--- src/rtl/pipe_ctrl_unit.sv ---
// Pipeline control unit for the 5-stage RV32 core.
// Decodes the ID opcode and carries the control bundle through ID/EX,
// EX/MEM and MEM/WB. Also detects load-use and branch hazards (stall,
// bubble, flush) and computes the EX-stage forwarding selects.
module pipe_ctrl_unit #(
    parameter int unsigned REG_ADDR_W = 5,
    parameter int unsigned ALUOP_W    = 2,
    parameter bit          HAZARD_EN  = 1'b1,
    parameter bit          FORWARD_EN = 1'b1,
    parameter bit          BRANCH_EN  = 1'b1
) (
    input  logic                  clk_i,
    input  logic                  rst_i,
    input  logic                  freeze_i,
    input  logic [6:0]            id_op_i,
    input  logic [REG_ADDR_W-1:0] id_rs1_i,
    input  logic [REG_ADDR_W-1:0] id_rs2_i,
    input  logic [REG_ADDR_W-1:0] id_rd_i,
    input  logic                  id_eq_i,
    output logic [ALUOP_W-1:0]    ex_alu_op_o,
    output logic                  ex_alu_src_o,
    output logic                  mem_read_o,
    output logic                  mem_write_o,
    output logic                  wb_reg_write_o,
    output logic                  wb_mem_to_reg_o,
    output logic [REG_ADDR_W-1:0] wb_rd_o,
    output logic                  pc_write_o,
    output logic                  ifid_write_o,
    output logic                  ifid_flush_o,
    output logic                  pc_src_o,
    output logic [1:0]            forward_a_o,
    output logic [1:0]            forward_b_o,
    output logic                  illegal_o
);

    // Opcodes recognised by the decoder.
    localparam logic [6:0] OP_R    = 7'b0110011;
    localparam logic [6:0] OP_IALU = 7'b0010011;
    localparam logic [6:0] OP_LW   = 7'b0000011;
    localparam logic [6:0] OP_SW   = 7'b0100011;
    localparam logic [6:0] OP_BEQ  = 7'b1100011;
    localparam logic [6:0] OP_NONE = 7'b0000000;

    // ALU-op field values.
    localparam logic [ALUOP_W-1:0] ALU_ADD  = ALUOP_W'(2'b00);
    localparam logic [ALUOP_W-1:0] ALU_SUB  = ALUOP_W'(2'b01);
    localparam logic [ALUOP_W-1:0] ALU_R    = ALUOP_W'(2'b10);
    localparam logic [ALUOP_W-1:0] ALU_IMM  = ALUOP_W'(2'b11);

    // Forwarding select encoding.
    localparam logic [1:0] FWD_REG  = 2'b00;
    localparam logic [1:0] FWD_EXM  = 2'b10;
    localparam logic [1:0] FWD_MWB  = 2'b01;

    typedef struct packed {
        logic [ALUOP_W-1:0] alu_op;
        logic               alu_src;
        logic               mem_read;
        logic               mem_write;
        logic               reg_write;
        logic               mem_to_reg;
        logic               branch;
    } ctrl_t;

    typedef struct packed {
        logic [ALUOP_W-1:0]    alu_op;
        logic                  alu_src;
        logic                  mem_read;
        logic                  mem_write;
        logic                  reg_write;
        logic                  mem_to_reg;
        logic [REG_ADDR_W-1:0] rd;
        logic [REG_ADDR_W-1:0] rs1;
        logic [REG_ADDR_W-1:0] rs2;
    } idex_t;

    typedef struct packed {
        logic                  mem_read;
        logic                  mem_write;
        logic                  reg_write;
        logic                  mem_to_reg;
        logic [REG_ADDR_W-1:0] rd;
    } exmem_t;

    typedef struct packed {
        logic                  reg_write;
        logic                  mem_to_reg;
        logic [REG_ADDR_W-1:0] rd;
    } memwb_t;

    // A destination hits when it is non-zero and equals either source.
    function automatic logic rd_hits(
        input logic [REG_ADDR_W-1:0] rd,
        input logic [REG_ADDR_W-1:0] src_a,
        input logic [REG_ADDR_W-1:0] src_b
    );
        return (rd != '0) && ((rd == src_a) || (rd == src_b));
    endfunction

    // Forward from a later stage when it writes a non-zero matching rd.
    function automatic logic fwd_hit(
        input logic                  wr,
        input logic [REG_ADDR_W-1:0] rd,
        input logic [REG_ADDR_W-1:0] rs
    );
        return wr && (rd != '0) && (rd == rs);
    endfunction

    ctrl_t  dec_s;
    logic   illegal_s;
    logic   load_use_s;
    logic   br_hazard_s;
    logic   stall_s;
    logic   take_branch_s;
    logic   pc_write_s;
    logic   ifid_write_s;
    logic   ifid_flush_s;
    logic   pc_src_s;
    logic [1:0] fwd_a_s;
    logic [1:0] fwd_b_s;

    idex_t  idex_q,  idex_d;
    exmem_t exmem_q, exmem_d;
    memwb_t memwb_q, memwb_d;

    // Main decoder: opcode to control bundle plus illegal flag.
    always_comb begin
        dec_s     = '0;
        illegal_s = 1'b0;
        case (id_op_i)
            OP_R: begin
                dec_s.alu_op    = ALU_R;
                dec_s.reg_write = 1'b1;
            end
            OP_IALU: begin
                dec_s.alu_op    = ALU_IMM;
                dec_s.alu_src   = 1'b1;
                dec_s.reg_write = 1'b1;
            end
            OP_LW: begin
                dec_s.alu_op     = ALU_ADD;
                dec_s.alu_src    = 1'b1;
                dec_s.mem_read   = 1'b1;
                dec_s.reg_write  = 1'b1;
                dec_s.mem_to_reg = 1'b1;
            end
            OP_SW: begin
                dec_s.alu_op    = ALU_ADD;
                dec_s.alu_src   = 1'b1;
                dec_s.mem_write = 1'b1;
            end
            OP_BEQ: begin
                if (BRANCH_EN) begin
                    dec_s.alu_op = ALU_SUB;
                    dec_s.branch = 1'b1;
                end else begin
                    illegal_s = 1'b1;
                end
            end
            OP_NONE: begin
                illegal_s = 1'b0;
            end
            default: begin
                illegal_s = 1'b1;
            end
        endcase
    end

    // Hazard detection: load-use and beq operands still in flight.
    always_comb begin
        load_use_s  = idex_q.mem_read && rd_hits(idex_q.rd, id_rs1_i, id_rs2_i);
        br_hazard_s = dec_s.branch &&
                      ((idex_q.reg_write && rd_hits(idex_q.rd, id_rs1_i, id_rs2_i)) ||
                       (exmem_q.mem_read && rd_hits(exmem_q.rd, id_rs1_i, id_rs2_i)));
        stall_s       = HAZARD_EN ? (load_use_s || br_hazard_s) : 1'b0;
        take_branch_s = dec_s.branch && id_eq_i && !stall_s;
    end

    // Front-end enables: freeze beats stall, stall beats a taken branch.
    always_comb begin
        pc_write_s   = 1'b1;
        ifid_write_s = 1'b1;
        ifid_flush_s = 1'b0;
        pc_src_s     = 1'b0;
        if (freeze_i) begin
            pc_write_s   = 1'b0;
            ifid_write_s = 1'b0;
            ifid_flush_s = 1'b0;
            pc_src_s     = 1'b0;
        end else if (stall_s) begin
            pc_write_s   = 1'b0;
            ifid_write_s = 1'b0;
            ifid_flush_s = 1'b0;
            pc_src_s     = 1'b0;
        end else begin
            pc_write_s   = 1'b1;
            ifid_write_s = 1'b1;
            ifid_flush_s = take_branch_s;
            pc_src_s     = take_branch_s;
        end
    end

    // Forwarding selects for the instruction in EX; EX/MEM has priority.
    always_comb begin
        fwd_a_s = FWD_REG;
        fwd_b_s = FWD_REG;
        if (!FORWARD_EN) begin
            fwd_a_s = FWD_REG;
            fwd_b_s = FWD_REG;
        end else begin
            if (fwd_hit(exmem_q.reg_write, exmem_q.rd, idex_q.rs1)) begin
                fwd_a_s = FWD_EXM;
            end else if (fwd_hit(memwb_q.reg_write, memwb_q.rd, idex_q.rs1)) begin
                fwd_a_s = FWD_MWB;
            end else begin
                fwd_a_s = FWD_REG;
            end
            if (fwd_hit(exmem_q.reg_write, exmem_q.rd, idex_q.rs2)) begin
                fwd_b_s = FWD_EXM;
            end else if (fwd_hit(memwb_q.reg_write, memwb_q.rd, idex_q.rs2)) begin
                fwd_b_s = FWD_MWB;
            end else begin
                fwd_b_s = FWD_REG;
            end
        end
    end

    // Next state of the pipeline registers: hold, bubble or advance.
    always_comb begin
        idex_d  = idex_q;
        exmem_d = exmem_q;
        memwb_d = memwb_q;
        if (freeze_i) begin
            idex_d  = idex_q;
            exmem_d = exmem_q;
            memwb_d = memwb_q;
        end else begin
            memwb_d.reg_write  = exmem_q.reg_write;
            memwb_d.mem_to_reg = exmem_q.mem_to_reg;
            memwb_d.rd         = exmem_q.rd;

            exmem_d.mem_read   = idex_q.mem_read;
            exmem_d.mem_write  = idex_q.mem_write;
            exmem_d.reg_write  = idex_q.reg_write;
            exmem_d.mem_to_reg = idex_q.mem_to_reg;
            exmem_d.rd         = idex_q.rd;

            if (stall_s) begin
                idex_d = '0;
            end else begin
                idex_d.alu_op     = dec_s.alu_op;
                idex_d.alu_src    = dec_s.alu_src;
                idex_d.mem_read   = dec_s.mem_read;
                idex_d.mem_write  = dec_s.mem_write;
                idex_d.reg_write  = dec_s.reg_write;
                idex_d.mem_to_reg = dec_s.mem_to_reg;
                idex_d.rd         = id_rd_i;
                idex_d.rs1        = id_rs1_i;
                idex_d.rs2        = id_rs2_i;
            end
        end
    end

    // Pipeline register bank with asynchronous clear.
    always_ff @(posedge clk_i or posedge rst_i) begin
        if (rst_i) begin
            idex_q  <= '0;
            exmem_q <= '0;
            memwb_q <= '0;
        end else begin
            idex_q  <= idex_d;
            exmem_q <= exmem_d;
            memwb_q <= memwb_d;
        end
    end

    assign ex_alu_op_o     = idex_q.alu_op;
    assign ex_alu_src_o    = idex_q.alu_src;
    assign mem_read_o      = exmem_q.mem_read;
    assign mem_write_o     = exmem_q.mem_write;
    assign wb_reg_write_o  = memwb_q.reg_write;
    assign wb_mem_to_reg_o = memwb_q.mem_to_reg;
    assign wb_rd_o         = memwb_q.rd;
    assign pc_write_o      = pc_write_s;
    assign ifid_write_o    = ifid_write_s;
    assign ifid_flush_o    = ifid_flush_s;
    assign pc_src_o        = pc_src_s;
    assign forward_a_o     = fwd_a_s;
    assign forward_b_o     = fwd_b_s;
    assign illegal_o       = illegal_s;

endmodule

--- config.mk ---
export PLATFORM = sky130hd
export DESIGN_NAME = pipe_ctrl_unit
export DESIGN_NICKNAME = d
export VERILOG_FILES = /design/src/rtl/pipe_ctrl_unit.sv
export SDC_FILE = /design/constraint.sdc
export NUM_CORES = 1
export LEC_CHECK = 0
export ABC_AREA = 1
export CAP_MARGIN = 20
export CORE_MARGIN = 5
export CORE_UTILIZATION = 51
export DETAILED_ROUTE_END_ITERATION = 10
export GPL_TIMING_DRIVEN = 0
export HOLD_SLACK_MARGIN = 0.15
export PLACE_DENSITY_LB_ADDON = 0.1
export REMOVE_ABC_BUFFERS = 1
export SETUP_SLACK_MARGIN = 0.3
export SLEW_MARGIN = 20
export SYNTH_ARGS = -nofsm -noshare
export SYNTH_HDL_FRONTEND = slang
export SYNTH_SLANG_ARGS = --single-unit
--- constraint.sdc ---
create_clock -name clk_i -period 2 [get_ports clk_i]
set_input_delay 0.5 -clock clk_i [delete_from_list [all_inputs] [get_ports clk_i]]
set_output_delay 0.5 -clock clk_i [all_outputs]
set_load 0.005 [all_outputs]
==> flow_summary.yaml, run 1 <==
critical_path:
  r2r_setup_slack_ps: 210
  path_max_fanout: 7
  cp_cell_sequence: "buf_6 > xor2_1 > nor2_1 > nand3_1 > nand2_1 > nand2_2 > nand2_4 > nand2_8 > nand2_4 > inv_1 > buf_2"
  critPathTopFamily: "simple AND/OR/NAND/NOR gates"
  cp-start-kind: "flop"
  crit_buf_inv: 3
  arrival_ps: 1780
  crit_required_ps: 1500
  worstSetupPathType: "reg -> out"
  max_stage_delay_ps: 470
  cp-end-kind: "primary output"
  cpMaxStageDelayCell: "dfrtp_2"
  crit_path_frequent_cell: "nand2_4"
sta:
  layout_min_cycle_time_ps: 2280
  fmax_mhz: 439
  maxSlewViolCount: 0
  slew_headroom: 0.489
  worst_pin_slew_ps: 766
  fin_skew_ps: 6.06
  final.setup.tns_ps: -1350
  rsz0062_at_grt: "true"
  period_share: 1.14
  setup_violations: 8
  worst_slack_ps: -280
  hold_viol_final: 0
layout:
  final_util: 0.747
  num_antenna_cells: 0
  area_growth_syn_to_layout_pct: 42.2
  regArea_sq_um: 911
  drive_above_1_share: 0.338
  multi_input_area_sq_um: 1360
  filler_cell_count: 329
  mostFrequentLayoutCells: "nand2_1, dfrtp_1, buf_4, nand3_2, inv_1"
  final_nets: 401
  final_common_cell: "nand2_1"
logic_synthesis:
  netlist_instances: 302
  syn_area_sq_um: 2290
  synth.distinct_cells: 27
  synthFlopType: "dfrtp_1"
  ys_warn_count: 0
  ys_ff_latch: 36
  postSynthAreaPerCell_sq_um: 7.57
  synth-seq-area-share: 0.394
  synth-edff-count: 0
  synth-async-reset-ratio: 1.00
min_path:
  min_path_type: "reg -> reg"
clock_network:
  clk_latency_ps: 290
  cts_buffers: 5
  path_clk_slew_ps: 70
  ctsRootBufferMaster: "clkbuf_8"
  cts.htree.levels: 2
  clock_sink_count: 36
  tritoncts: "yes"
  ctsLongestPathBuffers: 2
  hold_buffers: 0
route:
  top_layer: "met4"
  wl_met3_um: 385
  wl_per_cell_um: 14.8
  via_count: 2185
  ant_nets: 0
  drt-met1-wl_um: 2580
  wirelength_um: 6330
  met2WireLength_um: 3240
  drt_iter0_markers: 164
  vias_per_cell: 5.11
  first_pass_iters: 4
  drcViolationCount: 0
floorplan:
  die-area_sq_um: 5920
  start_util: 0.525
  die_w_um: 77.0
  core_area_sq_um: 4350
  rows: 24
  dieHeight_um: 77.0
  num_io_pins: 47
grt:
  grt.total_usage: 0.207
  grt_pass1_wl_um: 9870
  grt_antenna_before_repair: 0
  grt_max_degree: 45
  grt.overflow.total: 0
  grt_pass1_vias: 2108
power:
  p_leak_nw: 1.64
  irDropWorstVdd_uv: 271
  power_per_cell_area_nw_per_um2: 583
job:
  max-cap-violations: 0
placement:
  place_hpwl_um: 3620
  globalplace.congestion: 0.854
  portBuffers: 46
run_status:
  violations: "negative setup slack"
  outcome: "finished with violations"
==> worst register-to-register path: stages (launching register included) <==
cell	delay (ps)
dfrtp_2	470
buf_6	140
xor2_1	130
nor2_1	130
nand3_1	90
nand2_1	90
nand2_2	70
nand2_4	80
nand2_8	60
buf_4	150
clkbuf_16	160
nand3_1	60
nand2_1	50
==> Yosys cell counts (4+ instances only) <==
cell type / instances / area, sq um
xnor2_1: 16 / 140
xor2_1: 10 / 87.6
buf_4: 7 / 52.6
nor3_1: 5 / 25.0
nor2_1: 18 / 67.6
or2_2: 4 / 25.0
clkbuf_1: 5 / 18.8
dfrtp_1: 36 / 901
nand3_1: 18 / 90.1
inv_2: 5 / 18.8
inv_1: 21 / 78.8
nand3_2: 15 / 150
nand2_1: 113 / 424
buf_6: 5 / 56.3
o21ai_0: 9 / 45.0
==> metal layers <==
layer  vias up  GRT usage
li1       1088          -
met1      1008      0.262
met2        75      0.342
met3        14     0.0363
met4         0     0.0944
met5         -          0
==> final cells by class <==
| class | instances | area share |
|---|---|---|
| clock buffer | 8 | 0.0277 |
| inverter | 27 | 0.0331 |
| multi-input combinational | 223 | 0.418 |
| sequential | 36 | 0.280 |
| tap | 52 | 0.0200 |
| timing repair buffer | 81 | 0.220 |
| timing repair inverter | 1 | 0.00192 |
==> stage by stage <==
step / instances / setup slack, ps / cell area (sq um) / power [mW] / hold slack, ps
finish: 428 / -280 / 3250 / 1.89 / 478
global route: 428 / -400 / 3250 / 1.99 / 494
CTS: 421 / -273 / 3100 / 1.87 / 478
detailed placement: 382 / -1350 / 2680 / 1.26 / 462
global placement: 382 / -2290 / 2680 / 1.26 / 458
floorplan: 284 / -44.8 / 2150 / 1.09 / 442
==> repair_timing <==
| action | in CTS | in global routing |
|---|---|---|
| hold endpoints to repair | 0 | 0 |
| resized for setup | 128 | 33 |
| buffers inserted | 29 | 5 |
| pin swaps | 22 | 12 |
| gates cloned | 2 | 2 |
| setup endpoints to repair | 37 | 31 |
==> power by group <==
| part | internal [mW] | switching [mW] | total (mW) |
|---|---|---|---|
| sequential | 0.785 | 0.0818 | 0.867 |
| combinational | 0.241 | 0.243 | 0.484 |
| clock | 0.281 | 0.263 | 0.544 |
| total | 1.31 | 0.587 | 1.89 |
==> flip-flops by register name, summed over array words and instances (netlist names) <==
register / flops
ex_alu_op_o: 2
ex_alu_src_o: 1
exmem_q: 6
idex_q: 18
mem_read_o: 1
mem_write_o: 1
wb_mem_to_reg_o: 1
wb_rd_o: 5
wb_reg_write_o: 1
==> final timing paths <==
kind                             from      endpoint  cells past startpoint
setup / recovery           exmem_q[1]    pc_write_o                     11
hold / removal             idex_q[17]   mem_write_o                      2
setup reg to reg           exmem_q[1]     idex_q[3]                     12
hold reg to reg            idex_q[17]   mem_write_o                      2
max in group asynchronous       rst_i    wb_rd_o[1]                      2
min in group asynchronous       rst_i  ex_alu_src_o                      2
==> cells by family (layout without fill, tap and decap cells) <==
| logic type | Yosys count | after routing | synth area share |
|---|---|---|---|
| xor+xnor | 26 | 26 | 0.0996 |
| compound gates | 16 | 16 | 0.0399 |
| flops | 36 | 36 | 0.394 |
| simple gates | 179 | 181 | 0.364 |
| buf+inv | 45 | 117 | 0.102 |
(Power assumes the default switching activity.)
==> inputs of run 2 (changes only) <==
- GPL_TIMING_DRIVEN: 0 -> default
==> run 2 against run 1 <==
The flow still finishes with violations (negative setup slack). Fmax up 1.9%. Combinational power grew 18%. Via count up 4.9%. Sequential share of layout area fell by 1.1 points. Clock power increased by 18%. Global-route usage grew 0.28 points. Cell area increased by 4.0%. Clock skew grew 1.0 ps. Critical endpoint is now ifid_write_o.
==> flow_summary.yaml, run 2 (synthesized netlist as in run 1, its figures left out) <==
critical_path:
  cp-start-kind: "flop"
  path_depth: 11
  r2r-end: "idex_q[3]"
  crit_buf_inv: 3
  cpMaxStageDelayCell: "dfrtp_2"
  cp_cell_sequence: "buf_6 > xor2_1 > nor2_1 > nand3_1 > nand2_1 > nand2_1 > nand2_1 > nand2_2 > nand2_2 > inv_2 > buf_2"
  arrival_ps: 1740
  path_max_fanout: 3
  max_stage_delay_ps: 430
  worstSetupPathType: "reg -> out"
  cp-end-kind: "primary output"
  crit_required_ps: 1500
  r2r_cells: 12
  r2r_setup_slack_ps: 250
  critPathTopFamily: "simple AND/OR/NAND/NOR gates"
  rr_startpoint: "exmem_q[1]"
  crit_path_frequent_cell: "nand2_1"
clock_network:
  ctsRootBufferMaster: "clkbuf_8"
  path_clk_slew_ps: 70
  clock_sink_count: 36
  cts.htree.levels: 2
  hold_buffers: 0
  cts_buffers: 5
  tritoncts: "yes"
  ctsLongestPathBuffers: 2
  clk_latency_ps: 290
floorplan:
  die-area_sq_um: 5920
  core_area_sq_um: 4350
  die_w_um: 77.0
  rows: 24
  start_util: 0.525
  dieHeight_um: 77.0
  num_io_pins: 47
placement:
  dp_slack_ps: -824
  portBuffers: 46
  globalplace.congestion: 0.786
  place_hpwl_um: 3960
route:
  drcViolationCount: 0
  drt-met1-wl_um: 2570
  drt_iter0_markers: 84
  wl_met3_um: 346
  vias_per_cell: 5.15
  wirelength_um: 6520
  wl_per_cell_um: 14.6
  met2WireLength_um: 3400
  via_count: 2292
  first_pass_iters: 4
  top_layer: "met4"
  ant_nets: 0
sta:
  maxSlewViolCount: 0
  fmax_mhz: 447
  setup_violations: 8
  hold_viol_final: 0
  fin_skew_ps: 7.07
  worst_pin_slew_ps: 481
  worst_slack_ps: -236
  layout_min_cycle_time_ps: 2240
  period_share: 1.12
  rsz0062_at_grt: "true"
  worst_hold_slack_ps: 473
  slew_headroom: 0.679
layout:
  final_nets: 418
  final_util: 0.777
  multi_input_area_sq_um: 1310
  largest_reg_flops: 18
  drive_above_1_share: 0.364
  regMostFlops: "idex_q"
  regArea_sq_um: 910
  final_common_cell: "nand2_1"
  mostFrequentLayoutCells: "nand2_1, buf_4, dfrtp_1, nand3_2, inv_1"
  area_growth_syn_to_layout_pct: 48.0
  num_antenna_cells: 0
  filler_cell_count: 306
min_path:
  min_delay_path_depth: 2
  min_path_type: "reg -> reg"
  min_from: "idex_q[17]"
  holdPathEnd: "mem_write_o"
power:
  p_sw_frac: 0.298
  power_frac_seq: 0.414
  combPwrFrac: 0.276
  switchingPower_uw: 617
  cellInternalPower_mw: 1.45
  clockPowerShare: 0.310
  power_per_cell_area_nw_per_um2: 611
  p_leak_nw: 1.75
  irDropWorstVdd_uv: 319
run_status:
  violations: "negative setup slack"
  outcome: "finished with violations"
grt:
  grt.overflow.total: 0
  grt_pass1_wl_um: 10100
  grt_pass1_vias: 2255
  grt_max_degree: 44
  grt_antenna_before_repair: 0
  grt.total_usage: 0.210
job:
  max-cap-violations: 0
-- run 2: cell types whose count changed in the layout (fill, tap and decap cells not counted), sizes merged, moves of 2 or more --
cell,previous run,this run
buf,51,68
clkdlybuf4s15,5,8
clkbuf,11,8
nand2,116,114
-- run 2: final cells by class --
cell class,count,share of cell area
multi-input cells,221,0.388
clock buffers,6,0.0214
well taps,52,0.0192
flip-flops and latches,36,0.269
clock inverters,2,0.0104
repair buffers,101,0.262
inverters,27,0.0299
-- run 2: layer usage --
metal,vias up,global-route usage
li1,1117,-
met1,1074,0.248
met5,-,0
met4,0,0.0804
met2,81,0.374
met3,20,0.0363
-- run 2: stage by stage --
step	instance area, sq um	TNS, ps	cells	power, mW
global route	3380	-2370	445	2.16
finish	3380	-1480	445	2.07
CTS	3220	-1090	440	2.03
detailed placement	2970	-9820	420	1.35
floorplan	2150	-101	284	1.09
global placement	2970	-9170	420	1.34
-- run 2: how the worst max path moves through the flow --
stage,startpoint,slack [ps],end
final,exmem_q[1],-240,ifid_write_o
after global routing,exmem_q[1],-370,ifid_flush_o
after CTS,exmem_q[1],-200,pc_src_o
after detailed placement,id_rs1_i[2],-820,pc_src_o
after global placement,id_rs1_i[2],-790,pc_src_o
after floorplan,exmem_q[1],-40,ifid_flush_o
-- run 2: worst reg2reg max path, stage by stage, from the launching register on --
cell and delay, ps:
dfrtp_2 430, buf_6 130, xor2_1 130, nor2_1 150, nand3_1 80, nand2_1 80, nand2_1 60, nand2_1 80
nand2_2 60, buf_4 170, clkbuf_16 170, nand3_2 60, nand2_1 60
-- run 2: timing repair --
| action | CTS | global route |
|---|---|---|
| endpoints found under the setup margin | 37 | 31 |
| pin swaps | 18 | 11 |
| buffers inserted | 12 | 2 |
| gates cloned | 0 | 3 |
| hold endpoints to repair | 0 | 0 |
| gates resized for setup | 124 | 20 |
-- run 2: power by group through the flow --
| stage | clock [mW] | combinational [mW] | sequential, mW |
|---|---|---|---|
| after floorplan | 0 | 0.226 | 0.864 |
| after global placement | 0 | 0.481 | 0.863 |
| after detailed placement | 0 | 0.488 | 0.865 |
| after CTS | 0.642 | 0.536 | 0.855 |
| after global routing | 0.669 | 0.628 | 0.864 |
| final | 0.641 | 0.572 | 0.857 |
